`config.mk`:
```
export PLATFORM = sky130hd
export DESIGN_NAME = activ4_x_debounce
export DESIGN_NICKNAME = d
export VERILOG_FILES = /design/src/rtl/activ4_pkg.sv /design/src/rtl/activ4_x_debounce_sync_2ff.sv /design/src/rtl/activ4_x_debounce.sv
export SDC_FILE = /design/constraint.sdc
export NUM_CORES = 1
export LEC_CHECK = 0
export ABC_AREA = 1
export CAP_MARGIN = 20
export CORE_AREA = 10 10 47 49
export DETAILED_ROUTE_END_ITERATION = 10
export DIE_AREA = 0 0 57 59
export SLEW_MARGIN = 20
export SYNTH_ARGS = -nofsm -noshare
export SYNTH_HDL_FRONTEND = slang
export SYNTH_SLANG_ARGS = --single-unit
```
`constraint.sdc`:
```
create_clock -name clk -period 1.3 [get_ports clk]
set_clock_uncertainty 0.1 [all_clocks]
set_input_delay 0.26 -clock clk [delete_from_list [all_inputs] [get_ports clk]]
set_output_delay 0.26 -clock clk [all_outputs]
set_load 0.1 [all_outputs]
```
`src/rtl/activ4_pkg.sv`:
```
// Shared Activity 4 types: debouncer state encoding and the downstream Mealy FSM states.
package activ4_pkg;

  typedef enum logic [1:0] {
    S_LOW       = 2'b00,
    S_RISE_WAIT = 2'b01,
    S_HIGH      = 2'b10,
    S_FALL_WAIT = 2'b11
  } dbnc_state_t;

  // Downstream FSM states, kept here so the debouncer and FSM benches agree.
  typedef enum logic [2:0] {
    S0 = 3'd0,
    S1 = 3'd1,
    S2 = 3'd2,
    S3 = 3'd3,
    S4 = 3'd4,
    S5 = 3'd5,
    S6 = 3'd6,
    S7 = 3'd7
  } fsm_state_t;

endpackage

```
`src/rtl/activ4_x_debounce_sync_2ff.sv`:
```
// Two-flop synchronizer for one asynchronous bit; synchronous active-high reset to 0.
module sync_2ff (
  input  logic clk,
  input  logic reset,
  input  logic d,
  output logic q
);

  logic meta_q, meta_d;
  logic sync_q, sync_d;

  always_comb begin
    meta_d = d;
    sync_d = meta_q;
  end

  always_ff @(posedge clk) begin
    if (reset) begin
      meta_q <= 1'b0;
      sync_q <= 1'b0;
    end else begin
      meta_q <= meta_d;
      sync_q <= sync_d;
    end
  end

  assign q = sync_q;

endmodule

```
`src/rtl/activ4_x_debounce.sv`:
```
// Button debouncer producing level x plus rise/fall strobes for the Activity 4 FSM.
// DEBOUNCE_SYNC2_EN selects the two-flop synchronizer; otherwise a single sampling flop.
//
// state       | meaning
// S_LOW       | x=0, input stable low
// S_RISE_WAIT | x=0, counting consecutive high samples
// S_HIGH      | x=1, input stable high
// S_FALL_WAIT | x=1, counting consecutive low samples
module activ4_x_debounce
  import activ4_pkg::*;
#(
  parameter int DEBOUNCE_CYCLES = 4,
  parameter int CNT_W           = $clog2(DEBOUNCE_CYCLES + 1)
) (
  input  logic       clk,
  input  logic       reset,
  input  logic       btn_in,
  output logic       x,
  output logic       x_rise,
  output logic       x_fall,
  output logic [1:0] state
);

  localparam logic [CNT_W-1:0] CNT_LAST = CNT_W'(DEBOUNCE_CYCLES - 1);

  logic btn_s;

`ifdef DEBOUNCE_SYNC2_EN
  sync_2ff u_sync (
    .clk   (clk),
    .reset (reset),
    .d     (btn_in),
    .q     (btn_s)
  );
`else
  logic smp_q, smp_d;

  always_comb smp_d = btn_in;

  always_ff @(posedge clk) begin
    if (reset) smp_q <= 1'b0;
    else       smp_q <= smp_d;
  end

  assign btn_s = smp_q;
`endif

  dbnc_state_t      state_q, state_d;
  logic [CNT_W-1:0] cnt_q, cnt_d;
  logic             x_q, x_d;
  logic             rise_q, rise_d;
  logic             fall_q, fall_d;

  always_comb begin
    state_d = state_q;
    cnt_d   = cnt_q;
    x_d     = x_q;
    rise_d  = 1'b0;
    fall_d  = 1'b0;
    unique case (state_q)
      S_LOW: begin
        if (btn_s) begin
          state_d = S_RISE_WAIT;
          cnt_d   = '0;
        end
      end
      S_RISE_WAIT: begin
        if (!btn_s) begin
          state_d = S_LOW;
          cnt_d   = '0;
        end else if (cnt_q == CNT_LAST) begin
          state_d = S_HIGH;
          cnt_d   = '0;
          x_d     = 1'b1;
          rise_d  = 1'b1;
        end else begin
          cnt_d = cnt_q + CNT_W'(1);
        end
      end
      S_HIGH: begin
        if (!btn_s) begin
          state_d = S_FALL_WAIT;
          cnt_d   = '0;
        end
      end
      S_FALL_WAIT: begin
        if (btn_s) begin
          state_d = S_HIGH;
          cnt_d   = '0;
        end else if (cnt_q == CNT_LAST) begin
          state_d = S_LOW;
          cnt_d   = '0;
          x_d     = 1'b0;
          fall_d  = 1'b1;
        end else begin
          cnt_d = cnt_q + CNT_W'(1);
        end
      end
      default: begin
        state_d = S_LOW;
        cnt_d   = '0;
        x_d     = 1'b0;
      end
    endcase
  end

  always_ff @(posedge clk) begin
    if (reset) begin
      state_q <= S_LOW;
      cnt_q   <= '0;
      x_q     <= 1'b0;
      rise_q  <= 1'b0;
      fall_q  <= 1'b0;
    end else begin
      state_q <= state_d;
      cnt_q   <= cnt_d;
      x_q     <= x_d;
      rise_q  <= rise_d;
      fall_q  <= fall_d;
    end
  end

  assign x      = x_q;
  assign x_rise = rise_q;
  assign x_fall = fall_q;
  assign state  = state_q;

endmodule

```
==> results of run 1 <==
[repair_timing]
item                       in CTS  in global routing
hold buffers                    0                  0
setup endpoints to repair       0                  4
resized for setup               0                  3
[cells by family (layout without fill, tap and decap cells)]
kind of cell / count (synthesis) / in the layout
and+or+nand+nor: 35 / 35
buffers and inverters: 11 / 22
DFF: 9 / 9
adders and majority gates: 1 / 1
AOI/OAI and AO/OA: 9 / 9
[final timing paths]
kind,start,end,slack [ns]
max,state[0],state[0],0.07
min,cnt_q[2],cnt_q[2],0.35
max reg2reg,cnt_q[0],x,0.13
min reg2reg,cnt_q[2],cnt_q[2],0.35
[worst min-delay path: stages, from the launching register on]
cell	delay (ns)
sky130_fd_sc_hd__dfxtp_1	0.31
sky130_fd_sc_hd__nand2_1	0.07
sky130_fd_sc_hd__a21oi_2	0.03
[cell usage in the layout, fill, tap and decap left out]
| cell | instances |
|---|---|
| sky130_fd_sc_hd__inv_2 | 2 |
| sky130_fd_sc_hd__clkdlybuf4s50_1 | 2 |
| sky130_fd_sc_hd__nand2_2 | 1 |
| sky130_fd_sc_hd__nand2_1 | 17 |
| sky130_fd_sc_hd__o21ai_2 | 1 |
| sky130_fd_sc_hd__inv_1 | 8 |
| sky130_fd_sc_hd__a21oi_1 | 5 |
| sky130_fd_sc_hd__dfxtp_1 | 6 |
| sky130_fd_sc_hd__clkbuf_4 | 3 |
| sky130_fd_sc_hd__nor2_1 | 11 |
| sky130_fd_sc_hd__dfxtp_4 | 2 |
| sky130_fd_sc_hd__a21oi_2 | 2 |
| sky130_fd_sc_hd__buf_4 | 1 |
| sky130_fd_sc_hd__dfxtp_2 | 1 |
| sky130_fd_sc_hd__nand3_1 | 6 |
| sky130_fd_sc_hd__buf_12 | 5 |
| sky130_fd_sc_hd__ha_1 | 1 |
| sky130_fd_sc_hd__o21ai_1 | 1 |
| sky130_fd_sc_hd__clkbuf_1 | 1 |
[power groups by stage]
stage	logic, mW	registers (mW)	clock network, mW
final	0.0636	0.288	0.218
after global routing	0.0712	0.289	0.227
after CTS	0.0625	0.288	0.223
after detailed placement	0.0622	0.294	0
after global placement	0.0620	0.294	0
after floorplan	0.0324	0.302	0
[stage by stage]
stage	hold slack [ns]	total power, mW
after floorplan	0.2291	0.3349
after global placement	0.3482	0.3558
after detailed placement	0.3453	0.3561
after CTS	0.3530	0.5736
after global routing	0.3851	0.5874
final	0.3534	0.5697
[final cells by class]
type                            instances  area, um2
Fill cell                             147      790.8
Multi-Input combinational cell         45      210.2
Sequential cell                         9      188.9
Timing Repair Buffer                    8      127.6
Inverter                               10      37.54
Clock buffer                            4      26.28
Tap cell                               16      20.02
[metal layers]
layer / GRT usage [%] / routed length, um
met5: 0 / 0
met4: 4.698 / 14
met3: 3.004 / 47
met2: 9.147 / 417
met1: 6.540 / 436
==> summary.txt, run 1 <==
Yosys
  • Yosys warns: 0
  • Post-synth EDFFs: 0
  • Top cell type by total area after synthesis: sky130_fd_sc_hd__dfxtp_1
  • Asr flop ratio synth: 0%
  • Synth Area in XOR/XNOR: 0%
  • Largest cells by area after synthesis: sky130_fd_sc_hd__dfxtp_1, sky130_fd_sc_hd__nand2_1, sky130_fd_sc_hd__nor2_1
  • Multiplexer share of the synthesized area: 0%
  • Primary flip-flop cell chosen by synthesis mapping: sky130_fd_sc_hd__dfxtp_1
  • Most instantiated cells after synthesis: sky130_fd_sc_hd__nand2_1, sky130_fd_sc_hd__nor2_1, sky130_fd_sc_hd__dfxtp_1, sky130_fd_sc_hd__inv_1
  • Combinational family with the most area after synthesis: simple AND/OR/NAND/NOR gates
  • Syn_nets: 69
  • Share of synthesized cell area in and, or, nand and nor gates: 32.08%
  • Share of Yosys cell area claimed by the top area cell type: 41.62%
  • Number of standard cells after synthesis: 65
  • Register area share after synthesis: 41.62%
  • Average size of a mapped cell: 6.660 um2
  • Number of distinct library cells after synthesis: 12
  • Post-Syn Area: 432.9 um2
  • Complex-gate fraction of the synthesized area: 12.14%
  • Area share of fa/ha/maj cells after synthesis: 2.890%
  • Number of flip-flops and latches in the synthesized netlist: 9
  • Library cell with the highest instance count after synthesis: sky130_fd_sc_hd__nand2_1

Die
  • Height of the die: 59 um
  • Rows: 14
  • Die Width: 57 um
  • Die Area: 3363 um2
  • Starting density of the core: 30.89%
  • Core ar.: 1401 um2
  • I/O pin total: 8

Finish
  • Layout cell share with drive strength beyond 1: 23.68%
  • Fin area: 610.6 um2
  • Non-Filler Instances: 92
  • Antenna diode count: 0
  • Layout overhead on the synthesized area: 41.04%
  • Utilization after layout: 43.57%
  • Number of nets in the finished design: 81

Placed design
  • Routability-driven placement congestion ratio: 0.8057
  • Cells after DPL: 88
  • # port buffers: 7
  • Placement-stage cell area: 578.1 um2
  • Placement Setup Slack: 0.04574 ns
  • Detailed-placement wirelength estimate: 712.7 um

Global route
  • Antenna violations before repair: 0
  • Overall fraction of global-route tracks in use: 6.139%
  • Grt total ovfl: 0
  • Wire length of the first global-routing pass: 1683 um
  • Pin count of the biggest net entering global routing: 12
  • Via count of the first global-routing pass: 422

Clock network
  • Clock slew seen by the registers of the worst setup and hold paths: 0.06 ns
  • Clock latency on the worst-skew pair: 0.26 ns
  • # H-tree levels: 1
  • Clock Sink Count: 9
  • Buffer levels on the longest clock path: 2
  • Number of buffers created by CTS: 3
  • Setup bufs post-CTS: 0
  • Clk root buf: sky130_fd_sc_hd__clkbuf_4
  • TritonCTS clock tree: built

Timing
  • Worst relative slew slack: 84.11%
  • Smallest setup slack after layout: 0.07378 ns
  • Fin crit period: 1.226 ns
  • Final-report max-slew violation count: 0
  • Period utilization: 94.32%
  • Final-layout setup total negative slack: 0 ns
  • Final Hold Viols: 0
  • Max Clk Rate: 815.5 MHz
  • Number of setup violations in the final report: 0
  • Setup repair after global routing missed its margin: false
  • Slew @ Worst Pin: 0.2367 ns

Routing
  • Router iterations before antenna repair: 6
  • Via density per instance: 4.620
  • Initial DRC count: 5
  • Number of antenna-violating nets in the routed design: 0
  • Vias post-DR: 425
  • Wire length per cell after detailed routing: 9.946 um
  • DRC violations left: 0
  • Aggregate routed wire length: 915 um

Worst setup path
  • Critical path launch point type: flop
  • Path type of the worst setup path: reg2out
  • Max stage delay cell, worst path: sky130_fd_sc_hd__dfxtp_4
  • Endpoint required time on the critical path: 0.94 ns
  • Worst reg2reg path depth: 6
  • Worst setup EP type: primary output
  • Bufs and invs on worst path: 1
  • Crit Path Max Fanout: 11
  • CP Data Arrival Time: 0.87 ns
  • Worst-path cell chain: buf_12
  • Dominant delay contributor by cell family on the critical path: flip-flops
  • Worst path max stage delay: 0.42 ns
  • Critical Path Stages: 1

Run
  • Max capacitance violation total: 0

Pwr
  • Share of total power in sequential cells: 50.5%
  • Fraction of power consumed by the clock network: 38.3%
  • Switch share: 26.10%
  • Reported leakage power: 0.2572 nW
  • PwrDens: 933.1 nW/um2
  • Internal power of the cells: 0.4210 mW
  • Worst-case vdd ir drop: 578.7 uV
  • Combinational Power Share: 11.2%
  • NetSw: 0.1487 mW

Hold path
  • Class of the worst hold path: reg2reg
  • Count of cells along the worst hold path: 2

Outcome
  • Status: finished, final reports clean
Power figures use the tool's default switching activity.
==> run 2, diff against run 1 <==
==> constraint.sdc (replaced) <==
create_clock -name clk -period 1.6 [get_ports clk]
set_clock_uncertainty 0.1 [all_clocks]
set_input_delay 0.32 -clock clk [delete_from_list [all_inputs] [get_ports clk]]
set_output_delay 0.32 -clock clk [all_outputs]
set_load 0.1 [all_outputs]
==> run 2 against run 1 <==
Compared with the run above:
- global-route usage down 0.17 points
- die area unchanged
- sequential share of layout area about the same
- final area down 3.3%
- setup slack better by 0.18 ns
- core utilization down 1.4 points
- sequential power down 18%
- hold slack better by 0.0039 ns
- register-to-register slack better by 0.22 ns
- count of clock-buffer cells in the layout unchanged
==> summary.txt, run 2 (same netlist as run 1, synthesis figures left out) <==
Die
  • Die Area: 3363 um2
  • Rows: 14
  • Core ar.: 1401 um2
  • Die Width: 57 um
  • Starting density of the core: 30.89%
  • I/O pin total: 8
  • Height of the die: 59 um

Pwr
  • Combinational Power Share: 10.5%
  • Switch share: 25.70%
  • Worst-case vdd ir drop: 439.5 uV
  • Share of total power in sequential cells: 51.2%
  • Reported leakage power: 0.2534 nW
  • Fraction of power consumed by the clock network: 38.2%
  • Internal power of the cells: 0.3427 mW
  • NetSw: 0.1185 mW
  • PwrDens: 781.0 nW/um2

Routing
  • Initial DRC count: 11
  • Via density per instance: 4.440
  • Vias post-DR: 404
  • DRC violations left: 0
  • Number of antenna-violating nets in the routed design: 0
  • Wire length per cell after detailed routing: 10.03 um
  • Aggregate routed wire length: 913 um
  • Router iterations before antenna repair: 4

Timing
  • Final-report max-slew violation count: 0
  • Period utilization: 84.28%
  • Worst relative slew slack: 84.03%
  • Setup repair after global routing missed its margin: false
  • Fin crit period: 1.349 ns
  • Max Clk Rate: 741.6 MHz
  • Number of setup violations in the final report: 0
  • Final Hold Viols: 0
  • Slew @ Worst Pin: 0.2380 ns
  • Final-layout setup total negative slack: 0 ns

Global route
  • Pin count of the biggest net entering global routing: 12
  • Grt total ovfl: 0
  • Wire length of the first global-routing pass: 1531 um
  • Via count of the first global-routing pass: 366
  • Overall fraction of global-route tracks in use: 5.966%
  • Antenna violations before repair: 0

Clock network
  • Buffer levels on the longest clock path: 2
  • Clock latency on the worst-skew pair: 0.26 ns
  • Post-CTS resize count: 0
  • Clock slew seen by the registers of the worst setup and hold paths: 0.06 ns
  • # H-tree levels: 1
  • TritonCTS clock tree: built
  • Clock Sink Count: 9
  • Setup bufs post-CTS: 0
  • Number of buffers created by CTS: 3
  • Hold Buf Count CTS: 0
  • Clk root buf: sky130_fd_sc_hd__clkbuf_4

Worst setup path
  • Crit Path Max Fanout: 11
  • Dominant delay contributor by cell family on the critical path: flip-flops
  • CP Data Arrival Time: 0.93 ns
  • Max stage delay cell, worst path: sky130_fd_sc_hd__dfxtp_2
  • Worst setup EP type: primary output
  • Critical path launch point type: flop
  • Bufs and invs on worst path: 1
  • Endpoint required time on the critical path: 1.18 ns
  • Worst path max stage delay: 0.46 ns
  • Worst-path cell chain: buf_12
  • Path type of the worst setup path: reg2out

Finish
  • Non-Filler Instances: 91
  • Antenna diode count: 0
  • Leading cell types in the layout, fill and taps excluded: sky130_fd_sc_hd__nand2_1, sky130_fd_sc_hd__nor2_1, sky130_fd_sc_hd__inv_1
  • Layout cell share with drive strength beyond 1: 17.33%
  • Most common cell after layout, fill and taps aside: sky130_fd_sc_hd__nand2_1
  • Number of nets in the finished design: 80
  • Layout overhead on the synthesized area: 36.42%

Placed design
  • # port buffers: 7
  • Detailed-placement wirelength estimate: 694.9 um
  • Cells after DPL: 87
  • Routability-driven placement congestion ratio: 0.8897

Run
  • Max capacitance violation total: 0

Hold path
  • Class of the worst hold path: reg2reg

Outcome
  • Status: finished, final reports clean
[run 2: cell count changes in the layout (fill, tap and decap cells not counted), sizes merged]
cell	delta
buf	-1
[run 2: per-stage QoR]
step | util, % | setup WS [ns] | area, um2 | power, mW | hold slack [ns]
after floorplan | - | 0.1505 | 435.4 | 0.2746 | 0.2891
after global placement | 40.27 | 0.2763 | 564.3 | 0.2895 | 0.3618
after detailed placement | 40.27 | 0.2397 | 564.3 | 0.2898 | 0.3542
after CTS | 42.14 | 0.2367 | 590.6 | 0.4696 | 0.3638
after global routing | 42.14 | 0.2001 | 590.6 | 0.4853 | 0.3787
final | 42.14 | 0.2515 | 590.6 | 0.4612 | 0.3573
[run 2: area by class of cell]
type	count	area (um2)
multi-input combinational	45	203.9
inverter	10	37.54
timing repair buffer	7	120.1
clock buffer	4	26.28
sequential	9	182.7
fill	155	810.8
tap	16	20.02
[run 2: worst min-delay path: cells and delay by family (launching register included)]
family,cells,cell delay [ns]
AND/OR/NAND/NOR,1,0.07
AO/OA/AOI/OAI,1,0.03
flip-flops,1,0.31
[run 2: path summary, 6_finish.rpt]
path / slack (ns) / depth (start not counted) / startpoint / endpoint
hold reg to reg: 0.36 / 2 / cnt_q[2] / cnt_q[2]
hold / removal: 0.36 / 2 / cnt_q[2] / cnt_q[2]
setup reg to reg: 0.35 / 6 / cnt_q[0] / x
setup / recovery: 0.25 / 1 / state[0] / state[0]
[run 2: power groups by stage]
stage | combinational (mW) | sequential (mW) | clock, mW
6_report | 0.0486 | 0.236 | 0.176
3_5_place_dp | 0.0485 | 0.241 | 0
4_1_cts | 0.0487 | 0.236 | 0.185
2_1_floorplan | 0.0263 | 0.248 | 0
5_1_grt | 0.0541 | 0.237 | 0.194
3_3_place_gp | 0.0482 | 0.241 | 0
[run 2: routing by layer]
| layer | share of wire, % | wire, um | GRT usage [%] | up-vias |
|---|---|---|---|---|
| met5 | 0 | 0 | 0 | - |
| met3 | 4.3 | 39 | 2.790 | 2 |
| li1 | - | - | - | 222 |
| met2 | 47 | 432 | 8.682 | 7 |
| met1 | 47 | 431 | 6.064 | 173 |
| met4 | 1.1 | 10 | 6.040 | 0 |
==> run 3, diff against run 2 <==
==> constraint.sdc (replaced) <==
create_clock -name clk -period 1.2 [get_ports clk]
set_clock_uncertainty 0.1 [all_clocks]
set_input_delay 0.24 -clock clk [delete_from_list [all_inputs] [get_ports clk]]
set_output_delay 0.24 -clock clk [all_outputs]
set_load 0.1 [all_outputs]
==> run 3 against run 2 <==
Compared with the run above:
- register-to-register slack got worse by 0.29 ns
- global-route usage increased by 0.44 points
- critical path type unchanged
- final area rose by 22%
- first-iteration DRC count fell by 36%
- count of clock-buffer cells in the layout unchanged
- cell count is 7.7% higher
- combinational power rose by 110%
- setup slack worse by 0.21 ns
- sequential power increased by 30%
- non-clock buffer count increased by 7
- largest power group unchanged
==> summary.txt, run 3 (same netlist as run 1, synthesis figures left out) <==
Timing
  • Smallest setup slack after layout: 0.03688 ns
  • Worst relative slew slack: 89.01%
  • Fin crit period: 1.163 ns
  • Number of setup violations in the final report: 0
  • Slew @ Worst Pin: 0.1648 ns
  • Final-report max-slew violation count: 0
  • Period utilization: 96.93%
  • Max Clk Rate: 859.8 MHz
  • Final Hold Viols: 0
  • Setup repair after global routing missed its margin: false

Outcome
  • Status: finished, final reports clean

Routing
  • Vias post-DR: 454
  • Number of antenna-violating nets in the routed design: 0
  • Router iterations before antenna repair: 4
  • Initial DRC count: 7
  • DRC violations left: 0
  • Wire length per cell after detailed routing: 10.96 um
  • Aggregate routed wire length: 1074 um
  • Via density per instance: 4.633

Clock network
  • Clk root buf: sky130_fd_sc_hd__clkbuf_4
  • TritonCTS clock tree: built
  • Buffer levels on the longest clock path: 2
  • Clock latency on the worst-skew pair: 0.27 ns
  • Clock slew seen by the registers of the worst setup and hold paths: 0.07 ns
  • Number of buffers created by CTS: 3
  • Hold Buf Count CTS: 0
  • # H-tree levels: 1
  • Clock Sink Count: 9

Finish
  • Layout overhead on the synthesized area: 66.76%
  • Reg area: 193.9 um2
  • Layout cell share with drive strength beyond 1: 46.34%
  • Footprint of the multi-input gates: 259.0 um2
  • Fill cell total of the finished layout: 148
  • Leading cell types in the layout, fill and taps excluded: sky130_fd_sc_hd__nand2_1, sky130_fd_sc_hd__nor2_1, sky130_fd_sc_hd__inv_1
  • Non-Filler Instances: 98
  • Antenna diode count: 0
  • Number of nets in the finished design: 87
  • Most common cell after layout, fill and taps aside: sky130_fd_sc_hd__nand2_1

Global route
  • Pin count of the biggest net entering global routing: 7
  • Wire length of the first global-routing pass: 1656 um
  • Antenna violations before repair: 0
  • Grt total ovfl: 0
  • Overall fraction of global-route tracks in use: 6.407%
  • Via count of the first global-routing pass: 410

Placed design
  • Routability-driven placement congestion ratio: 0.8216
  • # port buffers: 7
  • Cells after DPL: 90
  • Placement Setup Slack: 0.003765 ns
  • Detailed-placement wirelength estimate: 758.7 um

Die
  • Core ar.: 1401 um2
  • Height of the die: 59 um
  • Die Width: 57 um
  • Die Area: 3363 um2
  • I/O pin total: 8
  • Starting density of the core: 30.89%
  • Rows: 14

Worst setup path
  • Critical Path Stages: 1
  • Endpoint required time on the critical path: 0.86 ns
  • Dominant delay contributor by cell family on the critical path: flip-flops
  • Critical R2R Capture: cnt_q[0]
  • Critical path launch point type: flop
  • Termination of the worst setup path: state[0]
  • Path type of the worst setup path: reg2out
  • Crit Path Max Fanout: 3
  • CP Data Arrival Time: 0.82 ns
  • Max stage delay cell, worst path: sky130_fd_sc_hd__dfxtp_4
  • Worst-path cell chain: buf_12
  • R2R Setup Slk: 0.06 ns
  • Worst setup EP type: primary output
  • Worst reg2reg path depth: 6
  • Worst path max stage delay: 0.38 ns
  • Bufs and invs on worst path: 1
  • Crit path from: state[0]

Run
  • Max capacitance violation total: 0

Pwr
  • PwrDens: 901.6 nW/um2
  • Reported leakage power: 0.2920 nW
  • Worst-case vdd ir drop: 590.2 uV

Hold path
  • Class of the worst hold path: reg2reg
## run 3: how the worst min path moves through the flow
stage	endpoint	cells past startpoint	slack, ns	from
6_report	cnt_q[2]	2	0.37	cnt_q[2]
5_1_grt	cnt_q[2]	2	0.38	cnt_q[2]
4_1_cts	cnt_q[2]	2	0.36	cnt_q[2]
3_5_place_dp	cnt_q[2]	2	0.35	cnt_q[2]
3_3_place_gp	cnt_q[2]	2	0.35	cnt_q[2]
2_1_floorplan	cnt_q[0]	1	0.21	reset
## run 3: cell type report
type                            count  share of cell area, %
Timing Repair Buffer               14                  25.65
Sequential cell                     9                  26.86
Multi-Input combinational cell     45                  35.88
Clock buffer                        4                  3.640
Inverter                           10                  5.199
Tap cell                           16                  2.773
## run 3: through the flow
| step | area [um2] | hold slack, ns | utilization [%] | power (mW) | setup TNS (ns) |
|---|---|---|---|---|---|
| floorplan | 459.2 | 0.2091 | - | 0.3659 | -0.04147 |
| global placement | 610.6 | 0.3470 | 43.57 | 0.3918 | 0 |
| detailed placement | 610.6 | 0.3542 | 43.57 | 0.3929 | 0 |
| CTS | 680.7 | 0.3629 | 48.57 | 0.6501 | 0 |
| global route | 721.9 | 0.3765 | 51.52 | 0.6840 | 0 |
| finish | 721.9 | 0.3723 | 51.52 | 0.6509 | 0 |
## run 3: timing repair
| item | CTS | global route |
|---|---|---|
| gates resized for setup | 2 | 10 |
| pin swaps | 1 | 0 |
| endpoints found under the setup margin | 4 | 6 |
| buffers inserted | 4 | 0 |
## run 3: layer usage
metal | vias up | part of all wire, % | global-route usage [%]
li1 | 235 | - | -
met1 | 200 | 43 | 6.205
met2 | 14 | 47 | 10.08
met3 | 5 | 5.7 | 2.790
met4 | 0 | 3.5 | 6.040
met5 | - | 0 | 0
## run 3: report_power, final
| part | internal (mW) | switching, mW | total [mW] |
|---|---|---|---|
| clock | 0.129 | 0.114 | 0.243 |
| sequential | 0.301 | 0.00581 | 0.307 |
| combinational | 0.0434 | 0.0579 | 0.101 |
| total | 0.473 | 0.178 | 0.651 |
